==> config.mk <==
export PLATFORM = sky130hd
export DESIGN_NAME = uc_multiciclo
export DESIGN_NICKNAME = d
export VERILOG_FILES = /design/src/rtl/uc_multiciclo.sv
export SDC_FILE = /design/constraint.sdc
export NUM_CORES = 1
export LEC_CHECK = 0
export ABC_AREA = 1
export CAP_MARGIN = 30
export CORE_ASPECT_RATIO = 0.8
export CORE_MARGIN = 8
export CORE_UTILIZATION = 29
export CTS_CLUSTER_SIZE = 14
export DETAILED_ROUTE_END_ITERATION = 6
export PLACE_DENSITY = 0.58
export SLEW_MARGIN = 20
export SYNTH_ARGS = -nofsm -noshare
export SYNTH_HDL_FRONTEND = slang
export SYNTH_SLANG_ARGS = --single-unit
==> constraint.sdc <==
create_clock -name clk -period 2 [get_ports clk]
set_clock_uncertainty 0.05 [all_clocks]
set_input_delay 0.5 -clock clk [delete_from_list [all_inputs] [get_ports clk]]
set_output_delay 0.5 -clock clk [all_outputs]
set_load 0.1 [all_outputs]
==> src/rtl/uc_multiciclo.sv <==
// uc_multiciclo -- multi-cycle control unit for the processor core.
//
// Sequences every instruction through FETCH -> DECODE -> EXEC and back to
// FETCH. Loads and stores take an extra MEM phase with a request/ack
// handshake and a timeout. CALL/RET keep return addresses on a stack whose
// pointer lives here. HALT and every error park the unit in HLT until reset.
//
// Parameters
//   STACK_DEPTH  return-address entries (>= 1)
//   TIMEOUT      maximum MEM cycles spent waiting for mem_ack (>= 1)
//
// Ports
//   clk        in   clock, all state changes on the rising edge
//   reset_n    in   asynchronous active-low reset
//   Opcode     in   IR opcode field, valid from DECODE onward
//   zero       in   registered zero flag, sampled in EXEC only
//   mem_ack    in   data-memory completion pulse, honoured only in MEM
//   AluOp      out  ALU operation
//   s_inc      out  PC source: 1 = PC+1, 0 = jump target
//   s_ret      out  PC source override: stack top (sp-1)
//   s_inm      out  register-file write data from immediate
//   we, wez    out  register-file write enable, zero-flag write enable
//   pc_we      out  PC load
//   ir_we      out  IR load
//   push, pop  out  stack write at sp / stack read at sp-1
//   sp         out  stack pointer = number of valid entries
//   mem_req    out  data-memory request
//   mem_wr     out  1 = store, 0 = load
//   halted     out  unit is parked in HLT
//   stack_err  out  sticky: CALL on full stack or RET on empty stack
//   mem_err    out  sticky: memory access timed out
module uc_multiciclo #(
  parameter int  STACK_DEPTH = 8,
  parameter int  TIMEOUT     = 15,
  localparam int SP_W        = $clog2(STACK_DEPTH + 1),
  localparam int CNT_W       = $clog2(TIMEOUT + 1)
) (
  input  logic            clk,
  input  logic            reset_n,
  input  logic [5:0]      Opcode,
  input  logic            zero,
  input  logic            mem_ack,
  output logic [2:0]      AluOp,
  output logic            s_inc,
  output logic            s_ret,
  output logic            s_inm,
  output logic            we,
  output logic            wez,
  output logic            pc_we,
  output logic            ir_we,
  output logic            push,
  output logic            pop,
  output logic [SP_W-1:0] sp,
  output logic            mem_req,
  output logic            mem_wr,
  output logic            halted,
  output logic            stack_err,
  output logic            mem_err
);

  typedef enum logic [2:0] {
    FETCH  = 3'd0,
    DECODE = 3'd1,
    EXEC   = 3'd2,
    MEM    = 3'd3,
    HLT    = 3'd4
  } state_t;

  localparam logic [SP_W-1:0]  SP_MAX   = SP_W'(STACK_DEPTH);
  localparam logic [CNT_W-1:0] CNT_LAST = CNT_W'(TIMEOUT - 1);

  state_t           state;
  state_t           state_next;
  logic [CNT_W-1:0] wait_cnt;
  logic             mem_st;
  logic             stack_err_set;
  logic             mem_err_set;
  logic             jump_taken;

  // Jump condition from the low opcode bits; zero only matters in EXEC.
  always_comb begin
    jump_taken = 1'b0;
    case (Opcode[1:0])
      2'b00:   jump_taken = 1'b1;
      2'b01:   jump_taken = ~zero;
      2'b10:   jump_taken = zero;
      default: jump_taken = 1'b0;
    endcase
  end

  always_ff @(posedge clk or negedge reset_n) begin
    if (!reset_n) begin
      state     <= FETCH;
      sp        <= '0;
      wait_cnt  <= '0;
      mem_st    <= 1'b0;
      stack_err <= 1'b0;
      mem_err   <= 1'b0;
    end else begin
      state <= state_next;

      // push/pop are only issued when the bound check allows it, so sp
      // stays within 0..STACK_DEPTH.
      if (push) begin
        sp <= sp + SP_W'(1);
      end else if (pop) begin
        sp <= sp - SP_W'(1);
      end

      // Counter is held at zero outside MEM, so it starts from zero on
      // every MEM entry and counts elapsed MEM cycles.
      if (state == MEM) begin
        wait_cnt <= wait_cnt + CNT_W'(1);
      end else begin
        wait_cnt <= '0;
      end

      // Remember load vs store for the whole MEM phase.
      if (state == EXEC) begin
        mem_st <= (Opcode[4:2] == 3'b010);
      end

      if (stack_err_set) begin
        stack_err <= 1'b1;
      end
      if (mem_err_set) begin
        mem_err <= 1'b1;
      end
    end
  end

  always_comb begin
    state_next    = state;
    AluOp         = 3'b000;
    s_inc         = 1'b0;
    s_ret         = 1'b0;
    s_inm         = 1'b0;
    we            = 1'b0;
    wez           = 1'b0;
    pc_we         = 1'b0;
    ir_we         = 1'b0;
    push          = 1'b0;
    pop           = 1'b0;
    mem_req       = 1'b0;
    mem_wr        = 1'b0;
    halted        = 1'b0;
    stack_err_set = 1'b0;
    mem_err_set   = 1'b0;

    case (state)
      FETCH: begin
        ir_we      = 1'b1;
        state_next = DECODE;
      end

      DECODE: begin
        state_next = EXEC;
      end

      EXEC: begin
        state_next = FETCH;
        pc_we      = 1'b1;
        s_inc      = 1'b1;
        if (!Opcode[5]) begin
          AluOp = Opcode[4:2];
          we    = 1'b1;
          wez   = 1'b1;
        end else begin
          case (Opcode[4:2])
            3'b000: begin
              s_inm = 1'b1;
              we    = 1'b1;
            end
            3'b001, 3'b010: begin
              // PC advances only when the memory access completes.
              pc_we      = 1'b0;
              state_next = MEM;
            end
            3'b011: begin
              // NOP: just advance the PC.
            end
            3'b100: begin
              if (jump_taken) begin
                s_inc = 1'b0;
              end
            end
            3'b101: begin
              if (sp < SP_MAX) begin
                push  = 1'b1;
                s_inc = 1'b0;
              end else begin
                pc_we         = 1'b0;
                stack_err_set = 1'b1;
                state_next    = HLT;
              end
            end
            3'b110: begin
              if (sp != '0) begin
                pop   = 1'b1;
                s_ret = 1'b1;
              end else begin
                pc_we         = 1'b0;
                stack_err_set = 1'b1;
                state_next    = HLT;
              end
            end
            default: begin
              pc_we      = 1'b0;
              state_next = HLT;
            end
          endcase
        end
      end

      MEM: begin
        mem_req = 1'b1;
        mem_wr  = mem_st;
        if (mem_ack) begin
          pc_we      = 1'b1;
          s_inc      = 1'b1;
          we         = ~mem_st;
          state_next = FETCH;
        end else if (wait_cnt == CNT_LAST) begin
          // Last allowed cycle passed without ack: give up, PC untouched.
          mem_err_set = 1'b1;
          state_next  = HLT;
        end
      end

      HLT: begin
        halted = 1'b1;
      end

      default: begin
        state_next = FETCH;
      end
    endcase
  end

endmodule

Word-level counts from Yosys, hierarchy flattened --
Index checks and enable logic that the tools add are counted.
Word-level totals: memory bits (read-only) 0, bits in latches 0, memories kept 0, bits of input ports 10, flip-flop bits (word level) 14, bits in writable memories 0
Cells by class: equality and inequality tests 14, magnitude comparators 1, multiplexer cells 49, div/mod/pow operators 0, multipliers 0, $add $sub $neg 3, bitwise gates (word level) 3, reductions and logical operators 8, shift-type cells 0
Operator list (number):
- $mux 1 | 30
- $mux 3 | 7
- $pmux 3 s5 | 1
- $eq 3x2->1 const B | 4
- $eq 3x3->1 const B | 4
- $mux 4 | 3
- $pmux 3 s4 | 1
- $pmux 1 s2 | 5
- $add 4x1->4 const B | 2
- $eq 3x1->1 const B | 2
- $logic_not 3->1 | 2
- $pmux 1 s3 | 2
- $eq 4x4->1 const B | 1
- $lt 4x4->1 const B | 1
- $reduce_bool 4->1 | 1
- $sub 4x1->4 const B | 1
- $ne 3x2->1 const B | 1
- $not 1->1 | 3
- $reduce_or 3->1 | 1
- $eq 2x1->1 const B | 1
- $eq 2x2->1 const B | 1
- $logic_not 2->1 | 1
- $reduce_and 2->1 | 1
- $reduce_bool 2->1 | 1
- $reduce_or 2->1 | 1

Longest topological paths before layout --
depth in word-level cells 7, depth in mapped cells 11, gate-level depth less buffers 11

Worst setup path before layout --
Ideal clock, no wire load.
path type in2out, start point input port Opcode[2], end point output port s_inm, stages on the path 2, path slack -2.098 ns, arrival 3.548 ns, buffers on the path 1, required time 1.450 ns, path through buf_6 -> nor4_1
On the way: cells in the longest elaborated chain, start to end 4
Ends and longest elaborated chain:
- start, declared | line 40 | input logic [5:0] Opcode,
- $logic_not 3->1 | line 169 | case (Opcode[4:2])
- $mux 1 | line 169
- $mux 1 | line 164 | if (!Opcode[5]) begin
- $mux 1 | line 150 | case (state)
- end, declared | line 46 | output logic s_inm,
No other way between the ends.

Worst setup path in the final report --
start point register sp[3], end point output port pc_we
On the way: cells in the longest elaborated chain, start to end 5
Ends and longest elaborated chain:
- start, declared | line 53 | output logic [SP_W-1:0] sp,
- start signal, assigned | line 105 | sp <= sp + SP_W'(1);
- start signal, assigned | line 107 | sp <= sp - SP_W'(1);
- $lt 4x4->1 / $reduce_bool 4->1 (equally long branches) | line 188, 198
- $mux 1 (on tied branches) | line 188, 198
- $pmux 1 s3 * | line 169
- $mux 1 * | line 164
- $pmux 1 s2 * | line 150
- end, declared | line 49 | output logic pc_we,
Every way passes the cells marked *; elsewhere a longest branch is shown, timed or not.

==> results.py <==
metrics = {
    "worst_setup_path": {
        "cp.arrival_ps": 1510,
        "rrSetupSlack_ps": 120,
        "cp-start-kind": "register",
        "cp_max_fo": 5,
        "critPathKind": "reg2out",
        "endpoint_kind": "primary output",
        "critical_path_required_ps": 1450,
    },
    "floorplan": {
        "die_h_um": 67.1,
        "die_w_um": 79.8,
        "ios": 31,
        "rows": 18,
        "coreArea_sq_um": 3110,
        "start_util": 0.304,
        "die-area_sq_um": 5350,
    },
    "timing": {
        "tightest_slew_ps": 267,
        "period_share": 1.03,
        "max_freq_mhz": 486,
        "timing.slew.headroom": 0.820,
        "slew_viol_final": 0,
        "hold_viol": 0,
        "period_needed_ps": 2060,
        "holdWs_ps": 411,
        "finalSetupViolCount": 3,
        "fin_ws_ps": -58.1,
        "rsz0062_at_grt": "yes",
    },
    "final_layout": {
        "drive_above_1_share": 0.609,
        "area_delta_synth_final_pct": 122,
        "stdcell_count": 237,
        "antennaDiodeCount": 0,
        "nets": 213,
    },
    "drt": {
        "drc": 0,
        "routed-via-count": 1080,
        "first_iter_violations": 43,
        "routed_wl_um": 3110,
        "antenna_left": 0,
        "viasPerCell": 4.56,
        "dr.pass1.iters": 4,
        "wl_per_cell_um": 13.1,
    },
    "global_route": {
        "grt_max_degree": 11,
        "grt_pass1_vias": 1160,
        "antenna_found_initial": 0,
        "grt_usage": 0.125,
        "grt_pass1_wl_um": 5310,
        "grt.overflow.total": 0,
    },
    "outcome": {
        "status": "finished, violations left",
        "violations": "negative setup slack",
    },
    "place": {
        "io_buffers": 30,
        "dp.cells": 220,
        "place.gp.congestion": 0.926,
        "place_hpwl_um": 2280,
    },
    "synthesis": {
        "synth_edf_count": 0,
        "ys_seq_elements": 14,
        "synth_area_leaders": "dfrtp_1, nand2_1, inv_1",
        "netlist_area_sq_um": 945,
        "synth-main-ff-cell": "dfrtp_1",
        "yosys_warnings": 0,
        "seq_area_frac_synth": 0.371,
        "syn_inst": 127,
        "synth.top_cell.area_share": 0.371,
        "avgSynthCellArea_sq_um": 7.44,
        "syn_nets": 142,
        "synth_top_area_cell": "dfrtp_1",
        "async_reset_ff_frac": 1.00,
        "ys_types": 24,
    },
    "pwr": {
        "ir_drop_mv": 1.24,
        "comb_power_share": 0.753,
        "p_sw_mw": 1.65,
        "share_seq_of_total_power": 0.157,
        "p_leak_nw": 0.959,
        "swShare": 0.530,
        "p_int_mw": 1.46,
        "power_frac_clock": 0.090,
        "p_per_area_nw_per_um2": 1480,
    },
    "run": {
        "maxCapViolCount": 0,
    },
    "clocking": {
        "cts-hold-fix-buffers": 0,
        "cts_buffer_depth": 2,
        "root_buffer": "clkbuf_8",
        "tritoncts": "built",
        "cts_buffers": 3,
        "path_clk_slew_ps": 60,
        "cts_sinks": 14,
        "htreeDepth": 1,
        "insertion_delay_ps": 250,
    },
    "hold_path": {
        "min-delay-path-class": "in2async",
    },
}
## stage by stage
step	TNS, ps	util	cell area, sq um	total power [mW]	worst slack, ps
6_report	-77.5	0.674	2090	3.11	-58.1
5_1_grt	-574	0.674	2090	3.27	-127
4_1_cts	-90.9	0.649	2020	3.05	-90.9
3_5_place_dp	-5460	0.590	1830	2.64	-577
3_3_place_gp	-5120	0.590	1830	2.62	-540
2_1_floorplan	-2300	-	1120	1.86	-400
## flip-flops by register name (all words and copies together) (netlist names)
signal / flops
mem_st: 1
state: 3
wait_cnt: 4
mem_err: 1
stack_err: 1
sp: 4
## power groups by stage
stage                     clock network [mW]  registers [mW]  logic, mW
final                                  0.278           0.489       2.34
after global routing                   0.297           0.503       2.47
after CTS                              0.288           0.480       2.28
after detailed placement                   0           0.492       2.14
after global placement                     0           0.489       2.13
after floorplan                            0           0.769       1.09
## layout make-up
cell class              count  area, sq um
clock buffers               4         55.1
fillers                   245         1010
inverters                  21         91.3
multi-input cells          89          723
flip-flops and latches     14          368
well taps                  40         50.0
repair buffers             69          806
## path summary, 6_finish.rpt
kind / from / end / cells past startpoint
worst max-delay path: sp[3] / pc_we / 7
worst min-delay path: reset_n / sp[1] / 1
worst max register to register: state[0] / sp[2] / 8
worst min register to register: wait_cnt[0] / wait_cnt[0] / 1
max in group asynchronous: reset_n / state[1] / 2
min in group clk: wait_cnt[0] / wait_cnt[0] / 1
## critical path: stages (launching register included)
cell     delay (ps)
dfrtp_4         500
nor2_1           90
nand2_1          80
nand2_2          80
nand3_2          80
o21ai_4         200
nand2_8          60
buf_12          160
## kinds of logic (layout without fill, tap and decap cells)
group / Yosys count / count (layout) / synth area share
XOR/XNOR: 4 / 4 / 0.0371
flip-flops: 14 / 14 / 0.371
AO/OA/AOI/OAI: 14 / 14 / 0.0834
AND/OR/NAND/NOR: 66 / 66 / 0.323
adder cells (fa/ha/maj): 5 / 5 / 0.0742
buffers and inverters: 24 / 94 / 0.111
## what timing repair did
action	in CTS	in global routing
cloned	1	0
resized for setup	40	14
endpoints found under the setup margin	14	12
pin swaps	11	9
setup buffers	9	3
## metal layers
metal  wire (um)  track usage  up-vias  share of wire
met5           0            0        -              0
met4          34       0.0294        0          0.011
met3         181       0.0444        2          0.058
met2        1590        0.220       22           0.51
met1        1300        0.141      508           0.42
li1            -            -      548              -
## cells in the mapped netlist (2+ instances only)
cell,n
a21oi_1,4
buf_4,2
dfrtp_1,14
ha_1,4
inv_1,19
inv_2,2
nand2_1,24
nand2_2,3
nand3_1,9
nand3_2,2
nand4_1,4
nor2_1,19
nor3_1,2
o21ai_0,5
o21ai_1,2
o31ai_1,2
xnor2_1,3
## layout by cell type (no fill, tap or decap), types with 3 or more instances in the layout
cell type,Yosys,routed
a21oi_2,0,3
buf_4,2,35
o21ai_2,0,3
dfrtp_1,14,8
nand3_1,9,6
ha_1,4,3
inv_1,19,10
buf_6,1,4
nand2_2,3,3
buf_12,0,21
nand2_1,24,20
dfrtp_4,0,4
nor2_4,1,8
dlygate4sd2_1,0,3
xnor2_1,3,3
nand4_1,4,4
nor2_1,19,10
inv_2,2,7
clkbuf_8,0,4
nand3_4,0,3
nand2_4,0,3
No activity file was read; power rests on OpenSTA's default activity.
